### src/rtl/ram_io_loader_pkg.sv
`default_nettype none
// ============================================================================
// nn_pkg : shared IO RAM geometry and loader state encoding
// Rev 1.0 : initial release
// ============================================================================
package nn_pkg;

  localparam int IO_ADDR_W = 10;
  localparam int IO_DATA_W = 16;
  localparam int IO_WORDS  = 784;

  typedef enum logic [2:0] {
    IDLE = 3'd0,
    LO   = 3'd1,
    HI   = 3'd2,
    WR   = 3'd3,
    DONE = 3'd4
  } loader_state_t;

endpackage
`default_nettype wire

### src/rtl/ram_io_loader_if.sv
`default_nettype none
// ============================================================================
// ram_io_loader_if : control, byte stream and RAM write bus of the IO loader
// Rev 1.0 : initial release
// ============================================================================
interface ram_io_loader_if
  import nn_pkg::*;
#(
  parameter int ADDR_W = IO_ADDR_W,
  parameter int DATA_W = IO_DATA_W
) ();

  logic              start;
  logic              abort;
  logic [7:0]        in_data;
  logic              in_valid;
  logic              in_ready;
  logic [ADDR_W-1:0] ram_a;
  logic [DATA_W-1:0] ram_d;
  logic              ram_we;
  logic              busy;
  logic              done;
  logic [ADDR_W-1:0] word_count;

  modport master (
    output start, abort, in_data, in_valid,
    input  in_ready, ram_a, ram_d, ram_we, busy, done, word_count
  );

  modport slave (
    input  start, abort, in_data, in_valid,
    output in_ready, ram_a, ram_d, ram_we, busy, done, word_count
  );

endinterface
`default_nettype wire

### src/rtl/ram_io_loader.sv
`default_nettype none
// ============================================================================
// ram_io_loader : packs a byte stream little-endian into 16-bit words and
//                 writes them to the IO RAM from address 0, then pulses done
// Rev 1.0 : initial release
// ============================================================================
module ram_io_loader
  import nn_pkg::*;
#(
  parameter int N_WORDS = IO_WORDS,
  parameter int ADDR_W  = IO_ADDR_W,
  parameter int DATA_W  = IO_DATA_W
) (
  input  wire logic      clk,
  input  wire logic      rst_n,
  ram_io_loader_if.slave bus
);

  localparam logic [ADDR_W-1:0] LAST_A = ADDR_W'(N_WORDS - 1);

  loader_state_t     state_q, state_d;
  logic [7:0]        lo_q;
  logic [ADDR_W-1:0] addr_q;
  logic [ADDR_W-1:0] wcnt_q;
  logic [DATA_W-1:0] wdata_q;
  logic              ready_q;
  logic              we_q;
  logic              busy_q;
  logic              done_q;
  logic              accept;

  assign accept = bus.in_valid && ready_q;

  // Abort wins over every other transition, including Start in IDLE.
  always_comb begin
    state_d = state_q;
    if (bus.abort) begin
      state_d = IDLE;
    end else begin
      case (state_q)
        IDLE:    if (bus.start) state_d = LO;
        LO:      if (accept) state_d = HI;
        HI:      if (accept) state_d = WR;
        WR:      state_d = (addr_q == LAST_A) ? DONE : LO;
        DONE:    state_d = IDLE;
        default: state_d = IDLE;
      endcase
    end
  end

  // Outputs are registered from the next state so they are pure Moore.
  always_ff @(posedge clk or negedge rst_n) begin
    if (!rst_n) begin
      state_q <= IDLE;
      lo_q    <= '0;
      addr_q  <= '0;
      wcnt_q  <= '0;
      wdata_q <= '0;
      ready_q <= 1'b0;
      we_q    <= 1'b0;
      busy_q  <= 1'b0;
      done_q  <= 1'b0;
    end else begin
      state_q <= state_d;
      ready_q <= (state_d == LO) || (state_d == HI);
      we_q    <= (state_d == WR);
      busy_q  <= (state_d != IDLE);
      done_q  <= (state_d == DONE);
      if (bus.abort) begin
        lo_q <= '0;
      end else begin
        case (state_q)
          IDLE: begin
            if (bus.start) begin
              addr_q <= '0;
              wcnt_q <= '0;
            end
          end
          LO: if (accept) lo_q <= bus.in_data;
          HI: if (accept) wdata_q <= DATA_W'({bus.in_data, lo_q});
          WR: begin
            wcnt_q <= wcnt_q + 1'b1;
            if (addr_q != LAST_A) addr_q <= addr_q + 1'b1;
          end
          default: ;
        endcase
      end
    end
  end

  assign bus.in_ready   = ready_q;
  assign bus.ram_a      = addr_q;
  assign bus.ram_d      = wdata_q;
  assign bus.ram_we     = we_q;
  assign bus.busy       = busy_q;
  assign bus.done       = done_q;
  assign bus.word_count = wcnt_q;

endmodule
`default_nettype wire

### src/flat_wrapper.sv
// flat-port wrapper written by rule: the top's interface ports become plain ports
module ram_io_loader_flat import nn_pkg::*;
#(
  parameter int N_WORDS = IO_WORDS,
  parameter int ADDR_W  = IO_ADDR_W,
  parameter int DATA_W  = IO_DATA_W
)
  (clk, rst_n, bus_start, bus_abort, bus_in_data, bus_in_valid, bus_in_ready, bus_ram_a, bus_ram_d, bus_ram_we, bus_busy, bus_done, bus_word_count);
  ram_io_loader_if #(.ADDR_W(ADDR_W), .DATA_W(DATA_W)) bus_i ();
  input  wire logic clk;
  input  wire logic rst_n;
  input wire logic [$bits(bus_i.start)-1:0] bus_start;
  input wire logic [$bits(bus_i.abort)-1:0] bus_abort;
  input wire logic [$bits(bus_i.in_data)-1:0] bus_in_data;
  input wire logic [$bits(bus_i.in_valid)-1:0] bus_in_valid;
  output wire logic [$bits(bus_i.in_ready)-1:0] bus_in_ready;
  output wire logic [$bits(bus_i.ram_a)-1:0] bus_ram_a;
  output wire logic [$bits(bus_i.ram_d)-1:0] bus_ram_d;
  output wire logic [$bits(bus_i.ram_we)-1:0] bus_ram_we;
  output wire logic [$bits(bus_i.busy)-1:0] bus_busy;
  output wire logic [$bits(bus_i.done)-1:0] bus_done;
  output wire logic [$bits(bus_i.word_count)-1:0] bus_word_count;
  assign bus_i.start = bus_start;
  assign bus_i.abort = bus_abort;
  assign bus_i.in_data = bus_in_data;
  assign bus_i.in_valid = bus_in_valid;
  assign bus_in_ready = bus_i.in_ready;
  assign bus_ram_a = bus_i.ram_a;
  assign bus_ram_d = bus_i.ram_d;
  assign bus_ram_we = bus_i.ram_we;
  assign bus_busy = bus_i.busy;
  assign bus_done = bus_i.done;
  assign bus_word_count = bus_i.word_count;
  ram_io_loader #(.N_WORDS(N_WORDS), .ADDR_W(ADDR_W), .DATA_W(DATA_W)) u_core (.clk(clk), .rst_n(rst_n), .bus(bus_i));
endmodule
### config.mk
export PLATFORM = sky130hd
export DESIGN_NAME = ram_io_loader_flat
export DESIGN_NICKNAME = d
export VERILOG_FILES = /design/src/rtl/ram_io_loader_pkg.sv /design/src/rtl/ram_io_loader_if.sv /design/src/rtl/ram_io_loader.sv /design/src/flat_wrapper.sv
export SDC_FILE = /design/constraint.sdc
export NUM_CORES = 1
export LEC_CHECK = 0
export ABC_AREA = 1
export CAP_MARGIN = 20
export CORE_MARGIN = 1
export CORE_UTILIZATION = 45
export CTS_CLUSTER_DIAMETER = 30
export CTS_CLUSTER_SIZE = 14
export DETAILED_ROUTE_END_ITERATION = 12
export PLACE_DENSITY = 0.81
export SKIP_CTS_REPAIR_TIMING = 1
export SYNTH_ARGS = -nofsm -noshare
export SYNTH_HDL_FRONTEND = slang
export SYNTH_SLANG_ARGS = --single-unit
### constraint.sdc
create_clock -name clk -period 3.3 [get_ports clk]
set_input_delay 0.66 -clock clk [delete_from_list [all_inputs] [get_ports clk]]
set_output_delay 0.66 -clock clk [all_outputs]
set_load 0.02 [all_outputs]
==> metrics, run 1 <==
relative slew slack 43.5%; Post-Synthesis Cell Area ~0.0025 mm²; number of global-route vias before repair 2,083; Fill cells roughly 490; Total Wirelength just over 5000 µm; R2R depth 7; Power Dens Cells between 300 and 400 mW/mm²; slack of the worst reg-to-reg path about 1.5 ns; cell with the most instances after synthesis sky130_fd_sc_hd__nand2_1; depth of the critical timing path with buffers and inverters included 1; Unique masters post-synth 29; largest area contributor in the netlist sky130_fd_sc_hd__dfrtp_1; series of cell instances along the critical path clkdlybuf4s50_1; Num Clock Sinks 51; total vias in the final route 2,151; starting density of the core 47.5%; total buffers and inverters traversed by the critical path 1; Ant. Diodes 0; number of flops mapped to enable cells by yosys 0; total congestion overflow 0; net count after synthesis about 320; Max Buffers Root-to-Sink 2; Layout Area Growth over Synthesis 27.2%; arrival time of the worst setup path 1.46 ns; final HPWL from detailed placement approximately 3700 µm; Synth Register Bits 51; Mapped Avg Cell Area 8.15 µm²; sequential fraction of the synthesis area about 52%; internal portion of total power about 0.84 mW; switching share of power roughly a quarter; synthesized instance count between 300 and 400; cell type group with the largest total delay on the critical path buffers and inverters; Worst Path Class, Setup flop to output port; routability cong. 0.839; iteration count of the initial detailed-routing pass 4; max-slew violations 0; worst min-delay path class input port to async pin; number of placed I/O pins 53; maximum number of pins on one net before global-route repair 52; RSZ-0062 raised after global routing false; post-layout min period 2.12 ns; area of the die 0.00579 mm²; Post-Place Setup Slack roughly 0.85 ns; die span in x between 70 and 80 µm; required time worst endpoint 2.64 ns; number of standard-cell rows in the floorplan 26; number of levels in the clock H-tree 2; initial antenna violation count 0; clock-pin slew reported for the worst setup and hold paths after clock tree synthesis 0.10 ns; number of clock buffers inserted by TritonCTS 5; LEAKAGE approximately 1.4 nW; Setup crit start kind flop; core region area between 0.005 and 0.006 mm²; master of the slowest instance on the critical path sky130_fd_sc_hd__clkdlybuf4s50_1; CTS tree done; Crit path largest cell delay about 0.66 ns; number of standard cells in the final layout excluding fillers ~430; global router's overall resource usage a little under a fifth; final net count around 370; number of design rule violations left after detail routing 0; Max FO, Critical Path 7; power consumption 1.14 mW; fin worst setup slack ~1.2 ns; cell total after placement between 400 and 500; buffer cell driving the clock tree root sky130_fd_sc_hd__clkbuf_8; worst IR drop on VDD 0.184 mV; number of DRC violations after detailed-routing iteration 0 140; share of total power in combinational logic between 10% and 20%; outcome complete, no violations; die span in y around 76 µm; total negative slack 0 ns; period utilisation layout roughly 64%; worst clock skew about 0.011 ns; dominant cells by area after synthesis sky130_fd_sc_hd__dfrtp_1, sky130_fd_sc_hd__nand2_1, sky130_fd_sc_hd__inv_1; clock network power share between 30 and 40%; dominant register cell in the synthesized netlist sky130_fd_sc_hd__dfrtp_1; Max Fclk approximately 470 MHz; area share of the largest cell type after synthesis 51.7%; crit path capture type output port; leading post-synthesis cells by instance count sky130_fd_sc_hd__nand2_1, sky130_fd_sc_hd__dfrtp_1, sky130_fd_sc_hd__inv_1; combined area of the multi-input logic cells just under 0.001 mm²; wire length of the first global-routing pass 9040 µm; vias per std cell ~5.0; Reg area between 0.001 and 0.0015 mm²; asr flop ratio synth 100%; Antenna Violating Nets Remaining 0; actual slew at the worst max-slew pin approximately 0.85 ns; Final Hold Violating Endpoints 0; fraction of power consumed by sequential logic a little under three fifths; port buffer count 52; clock latency of the later-clocked register in the worst-skew pair 0.31 ns; fraction of final layout cells sized beyond drive strength 1 6.72%; setup violators final 0; switching pwr between 0.2 and 0.3 mW; average routed wire per standard cell approximately 12 µm; yosys warns 0; Maximum Capacitance Violations 0
-- flip-flops by register name (all words and copies together), names as in the netlist --
name,flops
u_core.bus.in_ready,1
u_core.lo_q,8
u_core.bus.word_count,10
u_core.bus.busy,1
u_core.state_q,3
u_core.bus.done,1
u_core.bus.ram_we,1
u_core.bus.ram_a,10
u_core.bus.ram_d,16
-- layout by cell type, fill, tap and decap left out, types with 2 or more instances in the layout --
cell	n
sky130_fd_sc_hd__nand3b_1	3
sky130_fd_sc_hd__nor2_1	25
sky130_fd_sc_hd__nand3_2	2
sky130_fd_sc_hd__nand3_1	18
sky130_fd_sc_hd__o21ai_0	28
sky130_fd_sc_hd__dfrtp_1	51
sky130_fd_sc_hd__clkdlybuf4s50_1	51
sky130_fd_sc_hd__o21ai_2	6
sky130_fd_sc_hd__o22ai_1	8
sky130_fd_sc_hd__nand4_1	10
sky130_fd_sc_hd__clkbuf_8	5
sky130_fd_sc_hd__nand2_1	82
sky130_fd_sc_hd__ha_1	2
sky130_fd_sc_hd__nand2_2	2
sky130_fd_sc_hd__inv_1	43
sky130_fd_sc_hd__a21oi_1	3
sky130_fd_sc_hd__xor2_1	3
-- area by class of cell --
cell class	count	share of cell area, %
Sequential cell	51	40.6
Multi-Input combinational cell	200	31.1
Timing Repair Buffer	53	17.0
Inverter	45	5.38
Tap cell	70	2.79
Clock buffer	5	2.19
Clock inverter	3	0.876
-- power groups by stage --
stage	clock network [mW]	logic (mW)	registers [mW]
detailed placement	0	0.113	0.660
floorplan	0	0.0447	0.673
finish	0.379	0.115	0.647
global route	0.417	0.126	0.649
global placement	0	0.111	0.659
CTS	0.390	0.114	0.647
-- kinds of logic (layout without fill, tap and decap cells) --
logic type / after synthesis / after routing / share of synthesized area (%)
buffers and inverters: 52 / 106 / 8.76
AND/OR/NAND/NOR: 146 / 146 / 25.8
flip-flops: 51 / 51 / 51.7
AO/OA/AOI/OAI: 48 / 48 / 11.3
XOR/XNOR: 4 / 4 / 1.42
adder cells (fa/ha/maj): 2 / 2 / 1.01
-- through the flow --
step	hold WS, ns	instance area, µm²	util, %
CTS	0.498	3120	60.0
floorplan	0.364	2470	-
finish	0.303	3140	60.4
detailed placement	0.472	3030	58.1
global placement	0.466	3030	58.1
global route	0.326	3140	60.4
-- routing by layer --
layer | wire length [µm] | vias to the layer above | track usage [%]
met3 | 231 | 6 | 3.95
met5 | 0 | - | 0
met2 | 2540 | 58 | 34.1
met4 | 50 | 0 | 6.73
met1 | 2310 | 1009 | 23.1
li1 | - | 1078 | -
-- path summary, 6_finish.rpt --
check	from	end
max	u_core.bus.ram_a[6]	bus_ram_a[6]
min	rst_n	u_core.bus.ram_d[11]
max reg2reg	u_core.state_q[2]	u_core.bus.ram_a[5]
min reg2reg	u_core.bus.ram_d[1]	u_core.bus.ram_d[1]
max in group asynchronous	rst_n	u_core.bus.word_count[7]
min in group clk	u_core.bus.ram_d[1]	u_core.bus.ram_d[1]
(Power assumes the default switching activity.)
==> run 2, diff against run 1 <==
Settings changed: PLACE_DENSITY 0.81 to 0.84.
Clock period 3.3 ns to 1.9 ns, I/O delays scaled along.
==> run 2 against run 1 <==
- clock power is 69% higher
- global-route usage rose by 0.27 points
- die area is the same
- cell area grew 0.88%
- first-iteration DRC count fell by 7.9%
- final cell count up 0.94%
- count of clock-buffer cells in the layout unchanged
==> metrics, run 2 (synthesis results as in run 1) <==
period utilisation layout 96.0%; arrival time of the worst setup path 1.44 ns (-0.02 ns); core region area 0.00520 mm² (unchanged); die span in x 76.1 µm (unchanged); maximum number of pins on one net before global-route repair 34 (-35%); Setup crit start kind flop; worst IR drop on VDD 0.301 mV (+63%); die span in y 76.1 µm (unchanged); final HPWL from detailed placement 3920 µm (+7.2%); buffer cell driving the clock tree root sky130_fd_sc_hd__clkbuf_8; number of placed I/O pins 53 (unchanged); outcome complete, no violations; number of DRC violations after detailed-routing iteration 0 129 (-7.9%); total congestion overflow 0 (unchanged); Antenna Violating Nets Remaining 0 (unchanged); number of clock buffers inserted by TritonCTS 5 (unchanged); Total Wirelength 5290 µm (+3.1%); leading cell types in the layout, fill and taps excluded sky130_fd_sc_hd__nand2_1, sky130_fd_sc_hd__clkdlybuf4s50_1, sky130_fd_sc_hd__dfrtp_1, sky130_fd_sc_hd__inv_1, sky130_fd_sc_hd__o21ai_0; total negative slack 0 ns (unchanged); post-layout min period 1.82 ns; number of flip-flops under the largest register name 16 (unchanged); cell type group with the largest total delay on the critical path buffers and inverters; global router's overall resource usage 19.5% (+0.27 points); iteration count of the initial detailed-routing pass 4 (unchanged); max-slew violations 0 (unchanged); starting density of the core 47.5% (unchanged); Max Fclk 548 MHz; Max FO, Critical Path 7 (unchanged); final net count 375 (+1.1%); number of global-route vias before repair 2,027 (-2.7%); crit path capture type output port; Final Hold Violating Endpoints 0 (unchanged); number of levels in the clock H-tree 2 (unchanged); CTS tree done; worst hold margin 0.0231 ns (-0.280 ns); total vias in the final route 2,182 (+1.4%); average routed wire per standard cell 12.3 µm (+2.2%); vias per std cell 5.06 (+0.50%); wire length of the first global-routing pass 9180 µm (+1.5%); Power Dens Cells 622 mW/mm² (+71%); number of design rule violations left after detail routing 0 (unchanged); clock latency of the later-clocked register in the worst-skew pair 0.31 ns (about the same); worst clock skew 0.00860 ns (-0.00250 ns); worst min-delay path class input port to async pin; power consumption 1.97 mW (+73%); Ant. Diodes 0 (unchanged); Worst Path Class, Setup flop to output port; Num Clock Sinks 51 (unchanged); initial antenna violation count 0 (unchanged); most frequent standard cell in the layout excluding fill and tap cells sky130_fd_sc_hd__nand2_1; RSZ-0062 raised after global routing false; relative slew slack 66.4% (+23 points); Maximum Capacitance Violations 0 (unchanged); Layout Area Growth over Synthesis 28.3%; number of standard cells in the final layout excluding fillers 431 (+0.94%); actual slew at the worst max-slew pin 0.504 ns (-0.342 ns); port buffer count 52 (unchanged); area of the die 0.00579 mm² (unchanged); routability cong. 0.850 (+1.2%); fraction of final layout cells sized beyond drive strength 1 7.76% (+1.0 points); Max Buffers Root-to-Sink 2 (unchanged); total buffers and inverters traversed by the critical path 1 (unchanged); number of standard-cell rows in the floorplan 26 (unchanged); Crit path largest cell delay 0.66 ns (about the same); master of the slowest instance on the critical path sky130_fd_sc_hd__clkdlybuf4s50_1; clock-pin slew reported for the worst setup and hold paths after clock tree synthesis 0.10 ns (about the same); LEAKAGE 1.43 nW (+1.3%); required time worst endpoint 1.52 ns (-1.12 ns); setup violators final 0 (unchanged); series of cell instances along the critical path clkdlybuf4s50_1; cell total after placement 423 (+1.2%)
[run 2: changes by cell type in the layout (fill, tap and decap cells not counted), sizes merged]
cell | previous run | this run
buf | 2 | 6
[run 2: final cells by class]
cell class              instances  area [µm²]
repair buffers                 57         566
multi-input cells             200         977
clock inverters                 3        25.0
flip-flops and latches         51        1280
fillers                       475        2040
inverters                      45         169
well taps                      70        87.6
clock buffers                   5        68.8
[run 2: path summary, 6_finish.rpt]
check                                      endpoint                 from  cells past startpoint  slack, ns
max                                    bus_ram_a[5]  u_core.bus.ram_a[5]                      1       0.08
max reg2reg                     u_core.bus.ram_a[7]  u_core.bus.ram_a[1]                     10       0.23
min in group clk                u_core.bus.ram_d[1]  u_core.bus.ram_d[1]                      2       0.49
min reg2reg                     u_core.bus.ram_d[1]  u_core.bus.ram_d[1]                      2       0.49
max in group asynchronous  u_core.bus.word_count[9]                rst_n                      2       1.33
min                             u_core.bus.ram_d[9]                rst_n                      1       0.02
[run 2: report_power, final]
group	total [mW]	switching, mW	internal, mW	leakage (nW)
registers	1.12	0.0138	1.11	0.707
logic	0.206	0.122	0.0833	0.680
clock network	0.641	0.372	0.269	0.0452
[run 2: per-layer routing]
metal	vias to the layer above	GRT usage, %	share of wire, %
met2	58	32.9	49
met4	0	8.27	2.0
met1	1025	24.9	45
li1	1087	-	-
met5	-	0	0
met3	12	3.11	3.7
[run 2: stage by stage]
step | setup WS (ns) | util (%) | instance area (µm²)
5_1_grt | 0.0106 | 60.9 | 3170
6_report | 0.0753 | 60.9 | 3170
3_3_place_gp | 0.164 | 59.1 | 3080
4_1_cts | 0.0580 | 60.9 | 3170
2_1_floorplan | 0.316 | - | 2470
3_5_place_dp | 0.142 | 59.1 | 3080
==> run 3, diff against run 2 <==
Settings changed: PLACE_DENSITY 0.84 to 0.81.
Clock period 1.9 ns to 2 ns, I/O delays scaled along.
==> run 3 against run 2 <==
- combinational power decreased by 6%
- non-clock buffer count down 1
- global-route usage grew 0.32 points
- worst setup slack improved by 0.063 ns
- critical path type unchanged
- clock skew fell by 0.0038 ns
- wire length grew 0.89%
- clock power up 30%
- die area is the same
- first-iteration DRC count rose by 18%
- flip-flop and latch count unchanged
- highest routed layer unchanged
- via count increased by 0.41%
==> metrics, run 3 (synthesis results as in run 1) <==
outcome complete, no violations; Antenna Violating Nets Remaining 0 (unchanged); CTS tree done; fin worst setup slack 0.138 ns (+0.0632 ns); number of levels in the clock H-tree 2 (unchanged); most frequent standard cell in the layout excluding fill and tap cells sky130_fd_sc_hd__nand2_1; die span in y 76.1 µm (unchanged); RSZ-0062 raised after global routing false; average routed wire per standard cell 12.4 µm (+1.1%); Post-Layout Inst Area 0.00321 mm² (+1.1%); vias per std cell 5.10 (+0.65%); series of cell instances along the critical path clkdlybuf4s50_1; max-slew violations 0 (unchanged); initial antenna violation count 0 (unchanged); Max FO, Critical Path 7 (unchanged); fraction of final layout cells sized beyond drive strength 1 7.78% (+0.022 points); Power Dens Cells 654 mW/mm² (+5.2%); leading cell types in the layout, fill and taps excluded sky130_fd_sc_hd__nand2_1, sky130_fd_sc_hd__clkdlybuf4s50_1, sky130_fd_sc_hd__dfrtp_1, sky130_fd_sc_hd__inv_1, sky130_fd_sc_hd__o21ai_0; number of standard-cell rows in the floorplan 26 (unchanged); buffer cell driving the clock tree root sky130_fd_sc_hd__clkbuf_8; total buffers and inverters traversed by the critical path 1 (unchanged); worst IR drop on VDD 0.287 mV (-4.5%); final HPWL from detailed placement 3790 µm (-3.2%); total negative slack 0 ns (unchanged); cell type group with the largest total delay on the critical path buffers and inverters; routability cong. 0.853 (+0.35%); total vias in the final route 2,191 (+0.41%); number of DRC violations after detailed-routing iteration 0 152 (+18%); maximum number of pins on one net before global-route repair 34 (unchanged); Layout Area Growth over Synthesis 29.8%; Max Fclk 537 MHz; Crit path largest cell delay 0.67 ns (about the same); starting density of the core 47.5% (unchanged); area of the die 0.00579 mm² (unchanged); LEAKAGE 1.44 nW (+0.84%); port buffer count 52 (unchanged); global router's overall resource usage 19.8% (+0.32 points); Setup crit start kind flop; Placement Cell Area 0.00307 mm² (-0.24%); final standard cell utilization of the core 61.6% (+0.70 points); Num Clock Sinks 51 (unchanged); die span in x 76.1 µm (unchanged); required time worst endpoint 1.60 ns (+0.08 ns); period utilisation layout around 93%; worst min-delay path class input port to async pin; power consumption 2.10 mW (+6.4%); final net count 374 (-0.27%); Final Hold Violating Endpoints 0 (unchanged); total congestion overflow 0 (unchanged); clock-pin slew reported for the worst setup and hold paths after clock tree synthesis 0.09 ns (about the same); post-layout min period roughly 1.9 ns; clock latency of the later-clocked register in the worst-skew pair 0.30 ns (about the same); number of clock buffers inserted by TritonCTS 5 (unchanged); crit path capture type output port; relative slew slack 67.7% (+1.3 points); arrival time of the worst setup path 1.46 ns (+0.02 ns); worst clock skew 0.00485 ns (-0.00375 ns); number of placed I/O pins 53 (unchanged); Ant. Diodes 0 (unchanged); core region area 0.00520 mm² (unchanged); Post-Place Setup Slack 0.219 ns (+0.0769 ns); number of global-route vias before repair 2,117 (+4.4%); master of the slowest instance on the critical path sky130_fd_sc_hd__clkdlybuf4s50_1; Total Wirelength 5340 µm (+0.89%); Max Buffers Root-to-Sink 2 (unchanged); actual slew at the worst max-slew pin 0.484 ns (-0.0195 ns); Worst Path Class, Setup flop to output port; setup violators final 0 (unchanged); wire length of the first global-routing pass 9330 µm (+1.6%); Maximum Capacitance Violations 0 (unchanged); number of design rule violations left after detail routing 0 (unchanged); number of flip-flops under the largest register name 16 (unchanged); iteration count of the initial detailed-routing pass 4 (unchanged)
==> run 3: cell types whose count changed in the layout (fill, tap and decap cells not counted) <==
cell,previous run,this run
sky130_fd_sc_hd__dfrtp_2,0,1
sky130_fd_sc_hd__dfrtp_1,51,50
sky130_fd_sc_hd__buf_4,4,3
sky130_fd_sc_hd__bufinv_16,0,2
sky130_fd_sc_hd__inv_6,2,0
==> run 3: per-layer routing <==
| metal | track usage, % | vias to the layer above | part of all wire [%] |
|---|---|---|---|
| met5 | 0 | - | 0 |
| met4 | 6.35 | 0 | 1.5 |
| met3 | 4.55 | 10 | 4.8 |
| met2 | 33.5 | 74 | 48 |
| met1 | 25.2 | 1027 | 46 |
| li1 | - | 1080 | - |
==> run 3: cell type report <==
cell class / count / area, µm²
fillers: 447 / 2000
flip-flops and latches: 51 / 1280
multi-input cells: 200 / 977
repair buffers: 56 / 558
inverters: 45 / 169
well taps: 70 / 87.6
clock buffers: 5 / 68.8
clock inverters: 3 / 67.6
==> run 3: metrics by stage <==
step | std cells | hold WS [ns]
3_5_place_dp | 422 | 0.390
5_1_grt | 430 | 0.0672
6_report | 430 | 0.0465
4_1_cts | 430 | 0.0588
2_1_floorplan | 303 | 0.104
3_3_place_gp | 422 | 0.377
==> run 3: power by group <==
part,internal [mW],switching (mW)
clock,0.499,0.336
sequential,1.05,0.0139
combinational,0.0787,0.114
total,1.63,0.464
==> run 3: worst paths after layout <==
path                       slack [ns]            startpoint                    to  cells after the start
min in group clk                 0.50  u_core.bus.ram_d[13]  u_core.bus.ram_d[13]                      2
min                              0.05                 rst_n  u_core.bus.ram_d[12]                      1
max                              0.14   u_core.bus.ram_a[5]          bus_ram_a[5]                      1
max in group asynchronous        1.42                 rst_n   u_core.bus.ram_a[0]                      2
max reg2reg                      0.28   u_core.bus.ram_a[0]   u_core.bus.ram_a[6]                     10
min reg2reg                      0.50  u_core.bus.ram_d[13]  u_core.bus.ram_d[13]                      2
